--- config.mk ---
export PLATFORM = sky130hd
export DESIGN_NAME = jk_bank_scheduler_flat
export DESIGN_NICKNAME = d
export VERILOG_FILES = /design/src/rtl/jk_bank_scheduler_if.sv /design/src/rtl/jk_bank_scheduler.sv /design/src/flat_wrapper.sv
export SDC_FILE = /design/constraint.sdc
export NUM_CORES = 1
export LEC_CHECK = 0
export CAP_MARGIN = 10
export CORE_MARGIN = 2
export CORE_UTILIZATION = 48
export DETAILED_ROUTE_END_ITERATION = 16
export PLACE_DENSITY = 0.84
export SYNTH_ARGS = -nofsm -noshare
export SYNTH_HDL_FRONTEND = slang
export SYNTH_SLANG_ARGS = --single-unit
--- constraint.sdc ---
create_clock -name clk -period 2.5 [get_ports clk]
set_input_delay 0.5 -clock clk [delete_from_list [all_inputs] [get_ports clk]]
set_output_delay 0.5 -clock clk [all_outputs]
set_load 0.02 [all_outputs]
--- src/rtl/jk_bank_scheduler_if.sv ---
// Command/status bundle between two JK requesters and the bank scheduler.
// Latency: none, this is wiring only.
// Backpressure: each requester holds valid and its payload until the scheduler raises ready.
interface jk_bank_scheduler_if #(
  parameter int WIDTH = 8,
  parameter int CNT_W = 4
);
  // requester A command port
  logic             a_valid;
  logic             a_ready;
  logic [WIDTH-1:0] a_j;
  logic [WIDTH-1:0] a_k;
  logic [CNT_W-1:0] a_rep;
  // requester B command port
  logic             b_valid;
  logic             b_ready;
  logic [WIDTH-1:0] b_j;
  logic [WIDTH-1:0] b_k;
  logic [CNT_W-1:0] b_rep;
  // bank state and completion status
  logic [WIDTH-1:0] q;
  logic             busy;
  logic             done;
  logic             done_id;

  modport master (
    output a_valid, a_j, a_k, a_rep,
    output b_valid, b_j, b_k, b_rep,
    input  a_ready, b_ready,
    input  q, busy, done, done_id
  );

  modport slave (
    input  a_valid, a_j, a_k, a_rep,
    input  b_valid, b_j, b_k, b_rep,
    output a_ready, b_ready,
    output q, busy, done, done_id
  );
endinterface

--- src/rtl/jk_bank_scheduler.sv ---
// Round-robin scheduler applying granted JK masks to a WIDTH-bit bank for rep+1 cycles.
// Latency: q updates on the rep+1 edges after accept; done pulses the cycle after the last apply.
// Backpressure: ready only in IDLE to the granted requester; one command in flight, rep+3 cycles each.
module jk_bank_scheduler #(
  parameter int WIDTH = 8,
  parameter int CNT_W = 4
) (
  input  logic               clk,
  input  logic               reset,
  input  logic               clr,
  jk_bank_scheduler_if.slave bus
);

  localparam logic [1:0] ST_IDLE  = 2'd0;
  localparam logic [1:0] ST_APPLY = 2'd1;
  localparam logic [1:0] ST_DONE  = 2'd2;

  logic [1:0]       state;
  logic [WIDTH-1:0] q_r;
  logic [WIDTH-1:0] cmd_j;
  logic [WIDTH-1:0] cmd_k;
  logic [CNT_W-1:0] count;
  logic             owner;
  logic             rr_last;

  logic             grant_a;
  logic             grant_b;
  logic             can_accept;
  logic             accept;
  logic [WIDTH-1:0] q_next;

  // Lone requester wins; on a tie the requester not served last wins (rr_last: 0=A, 1=B).
  // Ready is also gated by reset so it drops the moment reset asserts.
  always_comb begin
    grant_a    = bus.a_valid & (~bus.b_valid | rr_last);
    grant_b    = bus.b_valid & (~bus.a_valid | ~rr_last);
    can_accept = (state == ST_IDLE) & ~clr & reset;
    accept     = can_accept & (grant_a | grant_b);
  end

  // Per-bit JK rule: 00 hold, 01 clear, 10 set, 11 toggle.
  always_comb begin
    q_next = (cmd_j & ~q_r) | (~cmd_k & q_r);
  end

  assign bus.a_ready = can_accept & grant_a;
  assign bus.b_ready = can_accept & grant_b;
  assign bus.q       = q_r;
  assign bus.busy    = (state != ST_IDLE);
  assign bus.done    = (state == ST_DONE);
  assign bus.done_id = (state == ST_DONE) ? owner : 1'b0;

  // Command FSM: latch on accept, apply rep+1 times, one DONE cycle; clr aborts without a done pulse.
  always_ff @(posedge clk or negedge reset) begin
    if (!reset) begin
      state   <= ST_IDLE;
      q_r     <= '0;
      cmd_j   <= '0;
      cmd_k   <= '0;
      count   <= '0;
      owner   <= 1'b0;
      rr_last <= 1'b1;
    end else if (clr) begin
      state <= ST_IDLE;
      q_r   <= '0;
      count <= '0;
    end else begin
      case (state)
        ST_IDLE: begin
          if (accept) begin
            cmd_j   <= grant_b ? bus.b_j   : bus.a_j;
            cmd_k   <= grant_b ? bus.b_k   : bus.a_k;
            count   <= grant_b ? bus.b_rep : bus.a_rep;
            owner   <= grant_b;
            rr_last <= grant_b;
            state   <= ST_APPLY;
          end
        end
        ST_APPLY: begin
          q_r <= q_next;
          // count==0 marks the final apply; stopping here avoids any wrap at the max repeat
          if (count == '0) begin
            state <= ST_DONE;
          end else begin
            count <= count - {{(CNT_W-1){1'b0}}, 1'b1};
          end
        end
        ST_DONE: begin
          state <= ST_IDLE;
        end
        default: begin
          state <= ST_IDLE;
        end
      endcase
    end
  end

endmodule

--- src/flat_wrapper.sv ---
// flat-port wrapper written by rule: the top's interface ports become plain ports
module jk_bank_scheduler_flat 
#(
  parameter int WIDTH = 8,
  parameter int CNT_W = 4
)
  (clk, reset, clr, bus_a_valid, bus_a_j, bus_a_k, bus_a_rep, bus_b_valid, bus_b_j, bus_b_k, bus_b_rep, bus_a_ready, bus_b_ready, bus_q, bus_busy, bus_done, bus_done_id);
  jk_bank_scheduler_if #(.WIDTH(WIDTH), .CNT_W(CNT_W)) bus_i ();
  input  logic clk;
  input  logic reset;
  input  logic clr;
  input wire logic [$bits(bus_i.a_valid)-1:0] bus_a_valid;
  input wire logic [$bits(bus_i.a_j)-1:0] bus_a_j;
  input wire logic [$bits(bus_i.a_k)-1:0] bus_a_k;
  input wire logic [$bits(bus_i.a_rep)-1:0] bus_a_rep;
  input wire logic [$bits(bus_i.b_valid)-1:0] bus_b_valid;
  input wire logic [$bits(bus_i.b_j)-1:0] bus_b_j;
  input wire logic [$bits(bus_i.b_k)-1:0] bus_b_k;
  input wire logic [$bits(bus_i.b_rep)-1:0] bus_b_rep;
  output wire logic [$bits(bus_i.a_ready)-1:0] bus_a_ready;
  output wire logic [$bits(bus_i.b_ready)-1:0] bus_b_ready;
  output wire logic [$bits(bus_i.q)-1:0] bus_q;
  output wire logic [$bits(bus_i.busy)-1:0] bus_busy;
  output wire logic [$bits(bus_i.done)-1:0] bus_done;
  output wire logic [$bits(bus_i.done_id)-1:0] bus_done_id;
  assign bus_i.a_valid = bus_a_valid;
  assign bus_i.a_j = bus_a_j;
  assign bus_i.a_k = bus_a_k;
  assign bus_i.a_rep = bus_a_rep;
  assign bus_i.b_valid = bus_b_valid;
  assign bus_i.b_j = bus_b_j;
  assign bus_i.b_k = bus_b_k;
  assign bus_i.b_rep = bus_b_rep;
  assign bus_a_ready = bus_i.a_ready;
  assign bus_b_ready = bus_i.b_ready;
  assign bus_q = bus_i.q;
  assign bus_busy = bus_i.busy;
  assign bus_done = bus_i.done;
  assign bus_done_id = bus_i.done_id;
  jk_bank_scheduler #(.WIDTH(WIDTH), .CNT_W(CNT_W)) u_core (.clk(clk), .reset(reset), .clr(clr), .bus(bus_i));
endmodule
== Word level (Yosys, flattened, before mapping) ==
Cells that the tools add are included.
Word-level totals
  memories: 0
  memory bits (read-only): 0
  bits of input ports: 45
  register bits: 32
  output and inout port bits: 13
  RAM bits: 0
  bits in latches: 0
Operators by class
  order comparisons: 0
  multiply operators: 0
  multiplexer cells: 14
  add/sub/neg operators: 1
  shift operators: 0
  eq/ne operators: 5
  div/mod/pow operators: 0
  reduce and logical (&&, ||, !) cells: 8
  bitwise gates (word level): 19
Operators with widths (number)
  $mux 8: 4
  $and 8x8->8: 2
  $mux 4: 4
  $not 8->8: 2
  $or 8x8->8: 1
  $pmux 4 s2: 1
  $and 1x1->1: 7
  $mux 2: 3
  $ne 3x2->1 const B: 2
  $reduce_and 3->1: 2
  $logic_not 4->1: 1
  $not 1->1: 4
  $pmux 2 s2: 1
  $reduce_bool 2->1: 2
  $sub 4x1->4 const B: 1
  $ne 3x3->1 const B: 1
  $or 1x1->1: 3
  $reduce_bool 3->1: 1
  $eq 2x1->1 const B: 1
  $eq 2x2->1 const B: 1
  $logic_not 2->1: 1
  $reduce_and 2->1: 1
  $mux 1: 1

== Depth between registers and ports, before layout ==
Gate-level depths: netlist of the first run.
  depth after elaboration: 8
  mapped depth: 6
  depth with buffers taken out: 6

== Least setup slack after synthesis of the first run ==
OpenSTA, ideal clock, no wires.
  path kind: reg2out
  from: reg u_core.state[0]
  to: out bus_a_ready
  setup slack: 0.458 ns
  required time: 2.000 ns
  buffers on the path: 0
  arrival time: 1.542 ns
  cell stages (with the launch flop): 5
  cells stage by stage: dfrtp_1 > or2_2 > nor3b_1 > nand2_1 > nor2_1
On the way
  cells in the longest elaborated chain, start to end: 4
Ends and longest elaborated chain
  start, declared: RTL line jk_bank_scheduler.sv:18  | logic [1:0] state;
  start signal, assigned: RTL line jk_bank_scheduler.sv:56  | state <= ST_IDLE;
  start signal, assigned: RTL line jk_bank_scheduler.sv:64  | state <= ST_IDLE;
  start signal, assigned: RTL line jk_bank_scheduler.sv:76  | state <= ST_APPLY;
  $logic_not 2->1: RTL line jk_bank_scheduler.sv:37  | can_accept = (state == ST_IDLE) & ~clr & reset;
  $and 1x1->1 (2 in series): RTL line jk_bank_scheduler.sv:37
  $and 1x1->1: RTL line jk_bank_scheduler.sv:46  | assign bus.a_ready = can_accept & grant_a;
  end, declared: RTL line flat_wrapper.sv:20  | output wire logic [$bits(bus_i.a_ready)-1:0] bus_a_ready;
Every way passes these cells.

== Worst setup path in the final report of the first run ==
  from: reg u_core.state[0]
  to: out bus_b_ready
On the way
  cells in the longest elaborated chain, start to end: 4
Ends and longest elaborated chain
  $logic_not 2->1: RTL line jk_bank_scheduler.sv:37
  $and 1x1->1 (2 in series): RTL line jk_bank_scheduler.sv:37
  $and 1x1->1: RTL line jk_bank_scheduler.sv:47  | assign bus.b_ready = can_accept & grant_b;
  end, declared: RTL line flat_wrapper.sv:21  | output wire logic [$bits(bus_i.b_ready)-1:0] bus_b_ready;
Every way passes these cells.

==> run_results.csv, run 1 <==
group,metric,value,unit
yosys,synth_warnings,0,
die,initial_core_util,0.497,
global_routing,grt_max_degree,34,
cts,root_buffer,"clkbuf_4",
run,cap_violations,0,
critical_path,critPathMaxFanout,4,
timing,slew_headroom,0.678,
power,pwr_density_cell,579,nW/um^2
die,die_area,3940,um^2
yosys,netlist_area,1660,um^2
routing,via_per_inst,5.12,
power,power,1.39,mW
critical_path,max_stage_delay,0.39,ns
die,die_h,62.8,um
global_routing,grt_pass1_vias,1506,
place,io_buffers,57,
critical_path,path_buf_inv,2,
final_layout,fin_nets,283,
routing,wl_per_cell,13.3,um
critical_path,critPathCaptureType,"output pin",
critical_path,critPathRequiredTime,2.00,ns
yosys,synth.most_common_cell,"nand2_1",
yosys,ys_async_sr_fraction,1.00,
timing,fmax,0.423,GHz
routing,drc,0,
cts,htreeDepth,2,
timing,post-route-min-period,2.37,ns
critical_path,startpoint_type,"register",
global_routing,grt_pass1_wl,6670,um
routing,ant_nets,0,
critical_path,crit_path_end,"bus_b_ready",
critical_path,path_cells,"or2_2, nor3b_1, buf_4, and2_1, dlygate4sd2_1",
run_status,outcome,"complete, no violations",
routing,drt_wl_total,3780,um
critical_path,worstReg2RegEnd,"u_core.count[1]$_DFFE_PN0P_",
die,rows,21,
critical_path,r2r_slack,0.60,ns
routing,vias,1448,
final_layout,fillCellCount,281,
place,dpl_cell_area,2340,um^2
final_layout,layout-drive-gt1-share,0.118,
timing,fin_tns_setup,0,ns
place,gp_congestion,0.851,
yosys,synth_area_per_cell,9.82,um^2
place,dpl.hpwl,2890,um
yosys,synth_ff_type,"dfrtp_1",
final_layout,n_antenna_cell,0,
final_layout,syn_to_final_growth,45.0,%
timing,tightest_slew,0.481,ns
cts,clock-sinks,32,
global_routing,gr-total-overflow,0,
die,design.portCount,58,
yosys,synth_cells,169,
critical_path,critPathTopFamily,"simple AND/OR/NAND/NOR gates",
critical_path,setup.worst_path.start,"u_core.state[0]$_DFFE_PN0P_",
final_layout,fin_area,2410,um^2
final_layout,multi_input_area,785,um^2
critical_path,worstReg2RegStart,"u_core.count[0]$_DFFE_PN0P_",
timing,rsz0062_at_grt,"no",
global_routing,antenna_found_initial,0,
critical_path,crit_slowest_cell,"dfrtp_1",
global_routing,grt_usage,0.217,
cts,numCtsBuffers,5,
routing,drtPass1Iterations,4,
critical_path,worstSetupPathType,"reg2out",
hold_path,hold_path_class,"reg2reg",
yosys,synth.net_count,216,
timing,slew_violations,0,
critical_path,critical_path_cell_count,5,
yosys,synth_edf_count,0,
die,die_x,62.8,um
final_layout,seqCellArea,802,um^2
timing,worst_hold_slack,0.493,ns
yosys,seq_area_frac_synth,0.483,
yosys,synth.area.top_cells,"dfrtp_1 (47%), mux2i_1 (12%), nand2_1 (8.1%)",
timing,clock_skew,0.00586,ns
yosys,yosysTopAreaCellShare,0.468,
yosys,ys_ff_latch,32,
power,vdd_ir_drop_max,0.449,mV
critical_path,rr_worst_depth,6,
timing,fin_crit_sh,0.946,
yosys,ys_types,35,
die,core,3340,um^2
yosys,synth_top_area_cell,"dfrtp_1",
critical_path,crit_arrival,1.87,ns
cts,post_cts_buffers,0,
cts,cts_tree,"yes",
cts,path_clk_slew,0.10,ns
timing,hold_viol,0,
cts,ctsHoldBuffers,0,
timing,setup_viol,0,
power,p_leak,1.05,nW
yosys,synth.top_cells.by_count,"nand2_1 (36), dfrtp_1 (31), mux2i_1 (20), o21ai_1 (17), a21oi_1 (13)",
cts,clockBufferDepth,2,
cts,clkLatencyLatePin,0.33,ns
routing,drtIter0Drc,85,
## through the flow
stage,std cells,util,setup WS (ns)
2_1_floorplan,169,-,0.458
3_3_place_gp,275,0.700,-0.0583
3_5_place_dp,275,0.700,-0.0836
4_1_cts,283,0.722,0.0691
5_1_grt,283,0.721,0.0262
6_report,283,0.721,0.134
## how the worst min path moves through the flow
stage,start,endpoint,depth (start not counted)
final,u_core.owner$_DFFE_PN0P_,u_core.owner$_DFFE_PN0P_,1
after global routing,u_core.cmd_j[1]$_DFFE_PN0P_,u_core.cmd_j[1]$_DFFE_PN0P_,2
after CTS,u_core.owner$_DFFE_PN0P_,u_core.owner$_DFFE_PN0P_,1
after detailed placement,u_core.owner$_DFFE_PN0P_,u_core.owner$_DFFE_PN0P_,1
after global placement,u_core.owner$_DFFE_PN0P_,u_core.owner$_DFFE_PN0P_,1
after floorplan,reset,u_core.bus.q[0]$_DFFE_PN0P_,0
## flip-flops by register name (all words and copies together) (netlist names)
signal	cells
u_core.bus.q	8
u_core.owner	1
u_core.cmd_k	8
u_core.cmd_j	8
u_core.state	2
u_core.rr_last	1
u_core.count	4
## kinds of logic (layout without fill, tap and decap cells)
group,after synthesis,after routing,synth area share
and+or+nand+nor,60,60,0.179
AOI/OAI and AO/OA,41,41,0.152
DFF,32,32,0.483
muxes,20,20,0.121
buffers and inverters,13,81,0.0437
adders and majority gates,2,2,0.0151
xor gates and xnor gates,1,1,0.00528
## cell type report
class / count / share of cell area
Sequential cell: 32 / 0.333
Multi-Input combinational cell: 124 / 0.326
Timing Repair Buffer: 70 / 0.280
Tap cell: 46 / 0.0239
Clock buffer: 6 / 0.0172
Clock inverter: 2 / 0.0146
Inverter: 3 / 0.00468
## cell usage in the layout, fill, tap and decap left out, types with 3 or more instances in the layout
cell type and count:
buf_4 12, nand3b_1 8, inv_1 3, nand2_1 36
clkdlybuf4s50_1 55, dfrtp_1 31, mux2i_1 20, a21oi_1 13
clkbuf_4 5, o21ai_1 17
## report_power, final
group          switching, mW  leakage [nW]  internal, mW
sequential            0.0516         0.413         0.602
clock                  0.179        0.0422         0.210
combinational          0.160         0.598         0.191
total                  0.391          1.05          1.00
## what timing repair did
action / 4_1_cts / 5_1_grt
setup endpoints to repair: 2 / 1
hold endpoints to repair: 0 / 0
resized for setup: 2 / 2
## metal layers
metal,wire (um),vias to the layer above,track usage
met5,0,-,0
met4,53,0,0.0833
li1,-,732,-
met1,1550,678,0.245
met3,163,6,0.0577
met2,2010,32,0.388
(Power assumes the default switching activity.)
==> run 2, diff against run 1 <==
Settings changed: CAP_MARGIN 10 to 5.
==> results of run 2 <==
No change in the layout: final DEF, timing and power equal those of run 1.
==> run 3, diff against run 2 <==
Settings changed: ABC_AREA set to 1, CORE_UTILIZATION 48 to 46, MAX_ROUTING_LAYER set to met4, PLACE_DENSITY 0.84 to 0.8.
Clock period 2.5 ns to 2.7 ns, I/O delays scaled along.
==> run 3 against run 2 <==
- design area increased by 3.7%
- worst setup slack got worse by 0.0012 ns
- critical path depth increased by 2
- utilization decreased by 4.4 points
- register-to-register slack improved by 0.28 ns
- combinational power increased by 57%
- first-iteration DRC count increased by 36%
- largest power group unchanged
==> run_results.csv, run 3 <==
group,metric,value,unit
run_status,outcome,"complete, no violations",
power,p_leak,1.18,nW
critical_path,startpoint_type,"input port",
run,cap_violations,0,
critical_path,rr_worst_depth,6,
die,rows,22,
final_layout,layout-drive-gt1-share,0.127,
routing,vias,1744,
critical_path,crit_arrival,2.03,ns
timing,tightest_slew,0.439,ns
global_routing,grt_pass1_vias,1671,
yosys,seq_area_frac_synth,0.448,
timing,fmax,0.390,GHz
hold_path,worst_hold_path.endpoint,"u_core.rr_last$_DFFE_PN1P_",
global_routing,use_met3,0.0528,
timing,hold_viol,0,
global_routing,met1_usage,0.277,
routing,wl_per_cell,13.4,um
critical_path,worstSetupPathType,"in2out",
die,core,3690,um^2
yosys,synth.area.top_cells,"dfrtp_1 (43%), nand2_1 (11%), o31ai_2 (8.4%)",
hold_path,holdPathStages,2,
yosys,synth_area_per_cell,8.07,um^2
critical_path,worstReg2RegStart,"u_core.rr_last$_DFFE_PN1P_",
hold_path,hold_path_class,"reg2reg",
global_routing,grt_usage,0.233,
yosys,ys_types,22,
final_layout,seqCellArea,802,um^2
timing,post-route-min-period,2.57,ns
final_layout,syn_to_final_growth,39.4,%
cts,post_cts_buffers,0,
yosys,synth_ff_type,"dfrtp_1",
critical_path,worstReg2RegEnd,"u_core.state[0]$_DFFE_PN0P_",
routing,ant_nets,0,
yosys,synth_edf_count,0,
global_routing,gr-total-overflow,0,
yosys,yosysTopAreaCellShare,0.433,
die,design.portCount,58,
cts,path_clk_slew,0.06,ns
final_layout,final_common_cell,"clkdlybuf4s50_1",
cts,postCtsResizedCells,0,
routing,via_per_inst,5.25,
yosys,synth.most_common_cell,"nand2_1",
final_layout,layout_common_cells,"clkdlybuf4s50_1 (56), nand2_1 (53), nor2_1 (34)",
critical_path,r2r_slack,0.88,ns
routing,drtPass1Iterations,4,
cts,root_buffer,"clkbuf_8",
global_routing,busiest_layer,"met2",
die,die_h,66.4,um
timing,setup_viol,0,
timing,fin_crit_sh,0.951,
cts,cts_tree,"yes",
critical_path,critPathCaptureType,"output pin",
yosys,ys_ff_latch,32,
final_layout,n_antenna_cell,0,
routing,drc,0,
global_routing,grt_pass1_wl,7510,um
global_routing,antenna_found_initial,0,
final_layout,fillCellCount,331,
yosys,netlist_area,1790,um^2
yosys,synth_warnings,0,
global_routing,grt_use_met2,0.385,
power,pwr_density_cell,635,nW/um^2
critical_path,critPathMaxFanout,3,
power,power,1.59,mW
place,gp_congestion,0.857,
routing,drtIter0Drc,116,
yosys,synth_top_area_cell,"dfrtp_1",
timing,rsz0062_at_grt,"no",
critical_path,critPathRequiredTime,2.16,ns
timing,slew_headroom,0.707,
place,dpl.hpwl,3160,um
cts,ctsHoldBuffers,0,
cts,clkLatencyLatePin,0.28,ns
die,die_x,66.4,um
final_layout,multi_input_area,850,um^2
timing,clock_skew,0.00500,ns
cts,htreeDepth,2,
die,initial_core_util,0.485,
global_routing,grt_max_degree,35,
cts,numCtsBuffers,5,
power,vdd_ir_drop_max,0.308,mV
cts,clockBufferDepth,2,
place,io_buffers,57,
timing,slew_violations,0,
die,die_area,4410,um^2
yosys,synth.top_cells.by_count,"nand2_1 (53), nor2_1 (34), dfrtp_1 (31), a21oi_1 (26), inv_1 (17)",
cts,clock-sinks,32,
routing,drt_wl_total,4460,um
yosys,synth_cells,222,
final_layout,fin_nets,331,
timing,fin_tns_setup,0,ns
hold_path,hold_start,"u_core.rr_last$_DFFE_PN1P_",
yosys,synth.net_count,269,
yosys,ys_async_sr_fraction,1.00,
## run 3: logic make-up (layout without fill, tap and decap cells)
logic type | count (synthesis) | in the layout | synth area share
AO/OA/AOI/OAI | 55 | 55 | 0.211
flip-flops | 32 | 32 | 0.448
AND/OR/NAND/NOR | 104 | 104 | 0.249
adder cells (fa/ha/maj) | 2 | 2 | 0.0140
buffers and inverters | 29 | 91 | 0.0776
## run 3: critical path: stages
cell and delay, ns:
clkdlybuf4s50_1 0.47, inv_4 0.09, nand3_4 0.07, nor2_4 0.10, nand3_1 0.07, inv_1 0.08
clkdlybuf4s50_1 0.60
## run 3: cell type report
cell class / count / area share
well taps: 48 / 0.0241
clock buffers: 6 / 0.0291
flip-flops and latches: 32 / 0.321
clock inverters: 1 / 0.00201
repair buffers: 65 / 0.254
inverters: 19 / 0.0296
multi-input cells: 161 / 0.340
## run 3: per-stage QoR
stage,setup WS [ns],std cells,util,hold WS (ns),cell area (um^2)
after floorplan,0.929,222,-,0.244,1790
after CTS,0.0665,332,0.676,0.472,2490
after detailed placement,0.0709,325,0.655,0.462,2420
final,0.133,332,0.677,0.470,2500
after global placement,0.105,325,0.655,0.453,2420
after global routing,0.0503,332,0.677,0.493,2500
## run 3: worst max path at each step
stage	from	end	depth (start not counted)
2_1_floorplan	bus_a_valid	bus_b_ready	5
3_3_place_gp	clr	bus_b_ready	7
3_5_place_dp	clr	bus_b_ready	7
4_1_cts	clr	bus_b_ready	7
5_1_grt	clr	bus_a_ready	7
6_report	clr	bus_a_ready	7
## run 3: report_power, final
part | total, mW | internal [mW] | leakage [nW] | switching, mW
logic | 0.553 | 0.245 | 0.727 | 0.308
clock network | 0.340 | 0.175 | 0.0410 | 0.165
registers | 0.692 | 0.613 | 0.408 | 0.0790
## run 3: routing by layer
metal	share of wire	vias to the layer above	wire (um)
met5	0	-	0
li1	-	852	-
met3	0.053	9	234
met2	0.50	60	2220
met1	0.43	823	1930
met4	0.016	0	73
